==> config.mk <==
export PLATFORM = sky130hd
export DESIGN_NAME = ex_muldiv_unit
export DESIGN_NICKNAME = d
export VERILOG_FILES = /design/src/rtl/ex_muldiv_unit.sv
export SDC_FILE = /design/constraint.sdc
export NUM_CORES = 1
export LEC_CHECK = 0
export ABC_AREA = 1
export CORE_AREA = 3 3 174 159
export DETAILED_ROUTE_END_ITERATION = 12
export DIE_AREA = 0 0 177 162
export PLACE_DENSITY = 0.77
export SYNTH_ARGS = -nofsm -noshare
export SYNTH_HDL_FRONTEND = slang
export SYNTH_SLANG_ARGS = --single-unit
==> constraint.sdc <==
create_clock -name clk -period 4.9 [get_ports clk]
set_clock_uncertainty 0.15 [all_clocks]
set_input_delay 0.49 -clock clk [delete_from_list [all_inputs] [get_ports clk]]
set_output_delay 0.49 -clock clk [all_outputs]
set_load 0.01 [all_outputs]
==> src/rtl/ex_muldiv_unit.sv <==
`default_nettype none
// ============================================================================
// Module      : ex_muldiv_unit
// Description : EX-stage iterative multiply/divide unit with HI/LO registers.
//               Define MULDIV_SIGNED_EN for two's-complement MULT/DIV.
// Revision    : 1.0 - initial release
// ============================================================================
module ex_muldiv_unit (
  input  logic        clk,
  input  logic        reset,
  input  logic        ex_valid,
  input  logic [2:0]  ex_op,
  input  logic [31:0] ex_rs_data,
  input  logic [31:0] ex_rt_data,
  input  logic        md_kill,
  output logic        md_busy,
  output logic        md_done,
  output logic [31:0] hi,
  output logic [31:0] lo
);

  localparam logic [2:0] c_OP_MULT  = 3'b001;
  localparam logic [2:0] c_OP_MULTU = 3'b010;
  localparam logic [2:0] c_OP_DIV   = 3'b011;
  localparam logic [2:0] c_OP_DIVU  = 3'b100;
  localparam logic [2:0] c_OP_MTHI  = 3'b101;
  localparam logic [2:0] c_OP_MTLO  = 3'b110;
  localparam logic [4:0] c_LAST_ITER = 5'd31;

  typedef enum logic [1:0] {
    S_IDLE = 2'd0,
    S_RUN  = 2'd1,
    S_FIX  = 2'd2
  } state_t;

  state_t      r_state;
  state_t      w_state_nxt;
  logic [4:0]  r_cnt;
  logic [31:0] r_acc;
  logic [31:0] r_b;
  logic [31:0] r_opd;
  logic        r_is_div;

  logic        w_idle_ok;
  logic        w_is_md;
  logic        w_accept;
  logic        w_op_div;
  logic        w_mthi;
  logic        w_mtlo;
  logic        w_fix_write;
  logic [31:0] w_mag_a;
  logic [31:0] w_mag_b;

  assign w_idle_ok   = (r_state == S_IDLE) && ex_valid && !md_kill;
  assign w_is_md     = (ex_op == c_OP_MULT) || (ex_op == c_OP_MULTU) ||
                       (ex_op == c_OP_DIV)  || (ex_op == c_OP_DIVU);
  assign w_accept    = w_idle_ok && w_is_md;
  assign w_op_div    = (ex_op == c_OP_DIV) || (ex_op == c_OP_DIVU);
  assign w_mthi      = w_idle_ok && (ex_op == c_OP_MTHI);
  assign w_mtlo      = w_idle_ok && (ex_op == c_OP_MTLO);
  assign w_fix_write = (r_state == S_FIX) && !md_kill;

`ifdef MULDIV_SIGNED_EN
  logic w_signed_op;
  logic w_sa;
  logic w_sb;
  logic r_sa;
  logic r_sb;
  logic r_divz;

  assign w_signed_op = (ex_op == c_OP_MULT) || (ex_op == c_OP_DIV);
  assign w_sa        = w_signed_op && ex_rs_data[31];
  assign w_sb        = w_signed_op && ex_rt_data[31];
  assign w_mag_a     = w_sa ? (~ex_rs_data + 32'd1) : ex_rs_data;
  assign w_mag_b     = w_sb ? (~ex_rt_data + 32'd1) : ex_rt_data;

  // Divide-by-zero keeps the all-ones quotient, so LO must skip negation.
  always_ff @(posedge clk or posedge reset) begin
    if (reset) begin
      r_sa   <= 1'b0;
      r_sb   <= 1'b0;
      r_divz <= 1'b0;
    end else if (w_accept) begin
      r_sa   <= w_sa;
      r_sb   <= w_sb;
      r_divz <= (ex_rt_data == 32'd0);
    end
  end
`else
  assign w_mag_a = ex_rs_data;
  assign w_mag_b = ex_rt_data;
`endif

  // Multiply step: conditional add, then shift {acc, multiplier} right.
  logic [32:0] w_msum;
  assign w_msum = {1'b0, r_acc} + (r_b[0] ? {1'b0, r_opd} : 33'd0);

  // Restoring divide step: shift dividend bit into remainder, trial subtract.
  logic [32:0] w_dshift;
  logic [33:0] w_ddiff;
  logic        w_qbit;
  assign w_dshift = {r_acc, r_b[31]};
  assign w_ddiff  = {1'b0, w_dshift} - {2'b00, r_opd};
  assign w_qbit   = ~w_ddiff[33];

  logic [63:0] w_prod;
  logic [31:0] w_quot;
  logic [31:0] w_rem;

  always_comb begin
    w_prod = {r_acc, r_b};
    w_quot = r_b;
    w_rem  = r_acc;
`ifdef MULDIV_SIGNED_EN
    if (r_sa ^ r_sb)
      w_prod = ~{r_acc, r_b} + 64'd1;
    if ((r_sa ^ r_sb) && !r_divz)
      w_quot = ~r_b + 32'd1;
    if (r_sa)
      w_rem = ~r_acc + 32'd1;
`endif
  end

  always_ff @(posedge clk or posedge reset) begin
    if (reset)
      r_state <= S_IDLE;
    else
      r_state <= w_state_nxt;
  end

  always_comb begin
    w_state_nxt = r_state;
    case (r_state)
      S_IDLE: begin
        if (w_accept)
          w_state_nxt = S_RUN;
      end
      S_RUN: begin
        if (md_kill)
          w_state_nxt = S_IDLE;
        else if (r_cnt == c_LAST_ITER)
          w_state_nxt = S_FIX;
      end
      S_FIX:   w_state_nxt = S_IDLE;
      default: w_state_nxt = S_IDLE;
    endcase
  end

  always_ff @(posedge clk or posedge reset) begin
    if (reset) begin
      r_cnt    <= 5'd0;
      r_acc    <= 32'd0;
      r_b      <= 32'd0;
      r_opd    <= 32'd0;
      r_is_div <= 1'b0;
      md_done  <= 1'b0;
      hi       <= 32'd0;
      lo       <= 32'd0;
    end else begin
      md_done <= w_fix_write;

      if (w_accept) begin
        r_cnt    <= 5'd0;
        r_acc    <= 32'd0;
        r_is_div <= w_op_div;
        r_b      <= w_op_div ? w_mag_a : w_mag_b;
        r_opd    <= w_op_div ? w_mag_b : w_mag_a;
      end else if (r_state == S_RUN) begin
        r_cnt <= r_cnt + 5'd1;
        if (r_is_div) begin
          r_acc <= w_qbit ? w_ddiff[31:0] : w_dshift[31:0];
          r_b   <= {r_b[30:0], w_qbit};
        end else begin
          r_acc <= w_msum[32:1];
          r_b   <= {w_msum[0], r_b[31:1]};
        end
      end

      if (w_fix_write) begin
        if (r_is_div) begin
          hi <= w_rem;
          lo <= w_quot;
        end else begin
          hi <= w_prod[63:32];
          lo <= w_prod[31:0];
        end
      end else begin
        if (w_mthi)
          hi <= ex_rs_data;
        if (w_mtlo)
          lo <= ex_rs_data;
      end
    end
  end

  assign md_busy = (r_state != S_IDLE);

endmodule
`default_nettype wire

## Yosys cells after proc, flatten, opt, wreduce, memory -nomap -nowiden

Index checks and enable logic that the tools add are counted.

- Output and inout bits: 66
- Bits in registers: 169
- Logic and storage cells: 61

- Mux-type cells: 20
- $add $sub $neg: 3
- Reduce and logical (&&, ||, !) cells: 17
- Bitwise logic cells: 1
- Eq/ne operators: 11

Operators by type and width:

| operator | number |
|---|---|
| $mux W32 | 14 |
| $sub A33 B32 Y34 | 1 |
| $add A32 B32 Y33 | 1 |
| $mux W5 | 2 |
| $eq A3 B3 Y1 const B | 3 |
| $reduce_bool A2 Y1 | 4 |
| $eq A3 B2 Y1 const B | 2 |
| $logic_and A1 B1 Y1 | 6 |
| $mux W2 | 3 |
| $add A5 B1 Y5 const B | 1 |
| $eq A5 B5 Y1 const B | 1 |
| $logic_or A1 B1 Y1 | 4 |
| $pmux W2 S2 | 1 |
| $eq A3 B1 Y1 const B | 1 |
| $ne A3 B3 Y1 const B | 1 |
| $eq A2 B1 Y1 const B | 1 |
| $eq A2 B2 Y1 const B | 1 |
| $logic_not A2 Y1 | 1 |
| $ne A2 B2 Y1 const B | 1 |
| $reduce_and A2 Y1 | 1 |
| $logic_not A1 Y1 | 1 |
| $not A1 Y1 | 1 |

## Depth between registers and ports, before layout

- Word-level depth: 7
- Depth in mapped cells: 20

## Worst setup path before layout

OpenSTA, ideal clock, no wires.

- Kind: register to register
- From: reg r_b[0]
- To: reg r_acc[27]
- Arrival time: 2424 ps
- Path slack: 2208 ps
- Buffers on the path: 2
- Required time: 4632 ps
- Stages on the path, launching flop included: 20
- Path through: dfrtp_1 -> clkbuf_1 -> clkbuf_1 -> nand2_1 -> inv_1 -> ha_1 -> inv_1 -> fa_1 -> inv_1 -> nand3_1 -> nand3_1 -> nand2_1 -> nand2_1 -> nand2_1 -> nand2_1 -> nand3_1 -> nand3_1 -> nand3_1 -> nand3_1 -> nand2_1

- Longest elaborated chain between the ends: 5

RTL lines:

| element | RTL line | source |
|---|---|---|
| start, declared | 40 | `logic [31:0] r_b;` |
| start signal, assigned | 166 | `r_b <= w_op_div ? w_mag_a : w_mag_b;` |
| start signal, assigned | 172 | `r_b <= {r_b[30:0], w_qbit};` |
| start signal, assigned | 175 | `r_b <= {w_msum[0], r_b[31:1]};` |
| $mux W32 | 96 | `assign w_msum = {1'b0, r_acc} + (r_b[0] ? {1'b0, r_opd} : 33'd0);` |
| $add A32 B32 Y33 | 96 |  |
| $mux W32 | 170 | `if (r_is_div) begin` |
| $mux W32 | 168 | `end else if (r_state == S_RUN) begin` |
| $mux W32 | 162 | `if (w_accept) begin` |
| end signal, assigned | 171 | `r_acc <= w_qbit ? w_ddiff[31:0] : w_dshift[31:0];` |
| end signal, assigned | 174 | `r_acc <= w_msum[32:1];` |
| end, declared | 39 | `logic [31:0] r_acc;` |

Every way passes these cells. The select of a mux whose other input is x is not followed.
A chain may end at the register's enable or synchronous reset.

## Worst setup path after layout

Ends and elaborated chain as after synthesis.

==> summary.md <==
| Metric | Value |
|---|---|
| Crit path required time | `5.08 ns` |
| Root buffer selected by CTS | `clkbuf_16` |
| Cell row count | `56` |
| Power per cell area | `543 mW/mm²` |
| Bufs on Longest Clock Path | `2` |
| Non-Filler Instances | `2646` |
| Sink Count | `169` |
| Port buffer count | `136` |
| Final setup vio count | `0` |
| Fmax | `0.324 GHz` |
| Routed len/inst | `18.6 µm` |
| WS Path Type | `reg2reg` |
| Diode count | `0` |
| Top Usage Layer GRT | `met2` |
| Layout filler cell count | `2480` |
| Switching part of the total | `0.490` |
| Crit path buf inv count | `3` |
| Worst path slowest cell | `dfrtp_1` |
| Status | `completed` |
| # Post-CTS Setup Buffers | `0` |
| Max-cap violations | `0` |
| Vias post-DR | `14900` |
| Reg-to-reg startpoint | `r_b[0]$_DFFE_PP0P_` |
| CTS Hold Bufs | `0` |
| Max stage delay on crit path | `0.62 ns` |
| Number of synthesized register bits | `169` |
| Critical Path Start | `r_b[0]$_DFFE_PP0P_` |
| Setup total negative slack | `0 ns` |
| Clock share of power | `0.173` |
| YS warnings | `0` |
| Critical-path maximum fanout | `15` |
| Period minus WS final | `3.09 ns` |
| Hold Path Class | `reg2reg` |
| Total Wirelength | `49200 µm` |
| Gr ovfl total | `0` |
| Synth Area in Compound Gates | `0.134` |
| Min setup slack post-route | `1.81 ns` |
| Netlist cell types | `50` |
| Worst r2r dst | `r_acc[27]$_DFFE_PP0P_` |
| Maximum VDD drop | `485 µV` |
| Max-slew headroom | `0.340` |
| M1 GR Usage | `0.461` |
| DR iter-0 viols | `1534` |
| Top delay family on crit path | `simple AND/OR/NAND/NOR gates` |
| Layout area overhead | `16.8%` |
| Flop2flop setup slack | `1.81 ns` |
| Ranking of synthesized cells by area | `dfrtp_1 (31%), nand2_1 (21%), inv_1 (8.5%), nand3_1 (7.0%), ha_1 (6.0%)` |
| Arrival @ worst endpoint | `3.27 ns` |
| Psw | `0.00425 W` |
| Post-synthesis sequential area ratio | `0.309` |
| Largest family of logic cells by synthesized area | `simple AND/OR/NAND/NOR gates` |
| # nets final | `2424` |
| Cell taking the most area after synthesis | `dfrtp_1` |
| CP endpoint | `r_acc[27]$_DFFE_PP0P_` |
| CTS buffer count | `17` |
| Gates resized, CTS repair | `0` |
| # H-tree levels | `4` |
| CTS clock-pin slew for the worst setup and hold paths | `0.07 ns` |
| Internal | `0.00442 W` |
| Sequential Power Share | `0.273` |
| Least-Margin Pin Slew | `0.989 ns` |
| RSZ-0062 raised after global routing | `false` |
| Cell depth of the worst setup path | `17` |
| Vias per Instance | `5.63` |
| Boundary Pins | `137` |
| Post-Synth Adder-Cell Area | `0.0633` |
| Die height | `162 µm` |
| TritonRoute pass-1 iters | `6` |
| Post-synthesis mux area share | `0` |
| Tot GR Track Use | `0.340` |
| Synth Area per Inst | `6.23 µm²` |
| Worst Setup Start Kind | `flop` |
| Leakage | `8.52 nW` |
| Power share of the combinational group | `0.554` |
| Period utilisation layout | `0.630` |
| Die area | `0.0287 mm²` |
| Initial antenna violation count | `0` |
| First-pass GRT wire length | `76200 µm` |
| Top-area cell type share of the netlist area | `0.309` |
| Core area | `0.0260 mm²` |
| Post-synth EDFFs | `0` |
| Place WS | `1.74 ns` |
| Clock latency on the worst-skew pair | `0.44 ns` |
| Largest net degree at the start of global routing | `125` |
| Remaining antenna violation count | `0` |
| Grt met3 use | `0.0573` |
| Met2 usage | `0.545` |
| Commonest non-fill, non-tap cell in the layout | `nand2_1` |
| Count of final hold-check violations | `0` |
| HPWL after DPL | `37400 µm` |
| Placer congestion estimate | `0.977` |
| Initial core utilization | `0.526` |
| Synth Flop Type | `dfrtp_1` |
| Mapped Area | `0.0137 mm²` |
| CTS tree | `built` |
| Cells after synthesis | `2193` |
| Commonest cells after routing, fill and taps aside | `nand2_1 (783), inv_1 (310), nand3_1 (190)` |
| Syn Nets | `2332` |
| Vias in the first global route | `14100` |
| Share of layout cells above drive strength 1 | `0.0466` |
| Worst path cell trace | `nand2_1 -> inv_1 -> ha_1 -> inv_1 -> fa_1 -> inv_1 -> nand3_1 -> nand3_1 -> nand2_1 -> nand2_1 -> nand2_1 -> nand2_1 -> nand3_1 -> nand3_1 -> nand3_1 -> nand3_1 -> nand2_1` |
| Synth Area in Simple Gates | `0.367` |
| Die width | `177 µm` |
| CP endpoint kind | `flop` |
| DP Cell Count | `2614` |
| Synth Area in XOR/XNOR | `0.0122` |
| Drt drc | `0` |
| Fin. max-slew vios | `0` |
| Worst R2R Path Depth | `17` |
| Async S/R FF share, synth | `1.00` |
==> power by group through the flow <==
stage                     sequential [W]  combinational, W  clock (W)
after floorplan                  0.00219           0.00331          0
after global placement           0.00236           0.00465          0
after detailed placement         0.00237           0.00470          0
after CTS                        0.00235           0.00473    0.00150
after global routing             0.00240           0.00535    0.00155
final                            0.00237           0.00480    0.00150
==> metal layers <==
| metal | up-vias | routed length, µm |
|---|---|---|
| met5 | - | 0 |
| met4 | 0 | 1920 |
| met3 | 112 | 3980 |
| met2 | 711 | 22500 |
| met1 | 6916 | 20800 |
| li1 | 7157 | - |
==> how the worst min path moves through the flow <==
stage | startpoint | end | slack (ns) | depth (start not counted)
after global placement | r_cnt[3]$_DFFE_PP0P_ | r_cnt[3]$_DFFE_PP0P_ | 0.30 | 1
final | r_cnt[3]$_DFFE_PP0P_ | r_cnt[3]$_DFFE_PP0P_ | 0.33 | 1
after global routing | lo[4]$_DFFE_PP0P_ | lo[4]$_DFFE_PP0P_ | 0.34 | 2
after floorplan | r_cnt[3]$_DFFE_PP0P_ | r_cnt[3]$_DFFE_PP0P_ | 0.28 | 1
after CTS | r_cnt[3]$_DFFE_PP0P_ | r_cnt[3]$_DFFE_PP0P_ | 0.32 | 1
after detailed placement | r_cnt[3]$_DFFE_PP0P_ | r_cnt[3]$_DFFE_PP0P_ | 0.31 | 1
==> Yosys cell counts, types with 3 or more instances <==
cell type	n
o22ai_1	8
xnor2_1	12
o21ai_1	16
nand4_1	20
buf_2	12
nor2_1	148
nand2_2	8
ha_1	66
o21ai_0	128
buf_4	3
a221o_1	18
a21oi_1	140
nor2_2	4
a21oi_2	3
inv_1	311
buf_1	4
nand2_1	783
nor3_1	12
nor3_2	3
clkbuf_1	59
nand3b_1	5
dfrtp_1	169
inv_2	14
or2_2	6
nand2_4	3
o21bai_1	6
and2_1	4
xor2_1	7
nand3_1	190
==> final cells by class <==
cell class | instances | area [µm²] | area share
Multi-Input combinational cell | 1618 | 7920 | 0.496
Sequential cell | 169 | 4230 | 0.265
Timing Repair Buffer | 153 | 1510 | 0.0948
Inverter | 326 | 1230 | 0.0769
Clock buffer | 19 | 443 | 0.0277
Tap cell | 348 | 435 | 0.0273
Clock inverter | 13 | 191 | 0.0120
==> cell families after synthesis <==
kind of cell             count (synthesis)
AND/OR/NAND/NOR                       1199
buffers and inverters                  406
AO/OA/AOI/OAI                          332
flip-flops                             169
adder cells (fa/ha/maj)                 68
XOR/XNOR                                19
==> registers in the layout, summed over array words and instances, names as in the netlist <==
signal and count:
lo 32, hi 32, r_acc 32, md_done 1, r_state 2, r_b 32
r_is_div 1, r_opd 32, r_cnt 5
==> per-stage QoR <==
step / instance area, µm² / utilization / hold slack, ns / total power, W
2_1_floorplan: 13700 / - / 0.276 / 0.00550
3_3_place_gp: 15300 / 0.590 / 0.296 / 0.00701
3_5_place_dp: 15300 / 0.590 / 0.313 / 0.00707
6_report: 16000 / 0.614 / 0.325 / 0.00867
4_1_cts: 16000 / 0.614 / 0.322 / 0.00858
5_1_grt: 16000 / 0.614 / 0.344 / 0.00931
==> worst register-to-register path: stages, from the launching register on <==
cell,delay [ns]
dfrtp_1,0.62
nand2_1,0.12
inv_1,0.08
ha_1,0.19
inv_1,0.07
fa_1,0.39
inv_1,0.12
nand3_1,0.07
nand3_1,0.17
nand2_1,0.07
nand2_1,0.14
nand2_1,0.09
nand2_1,0.09
nand3_1,0.21
nand3_1,0.15
nand3_1,0.08
nand3_1,0.11
nand2_1,0.06
No activity file was read; power rests on OpenSTA's default activity.
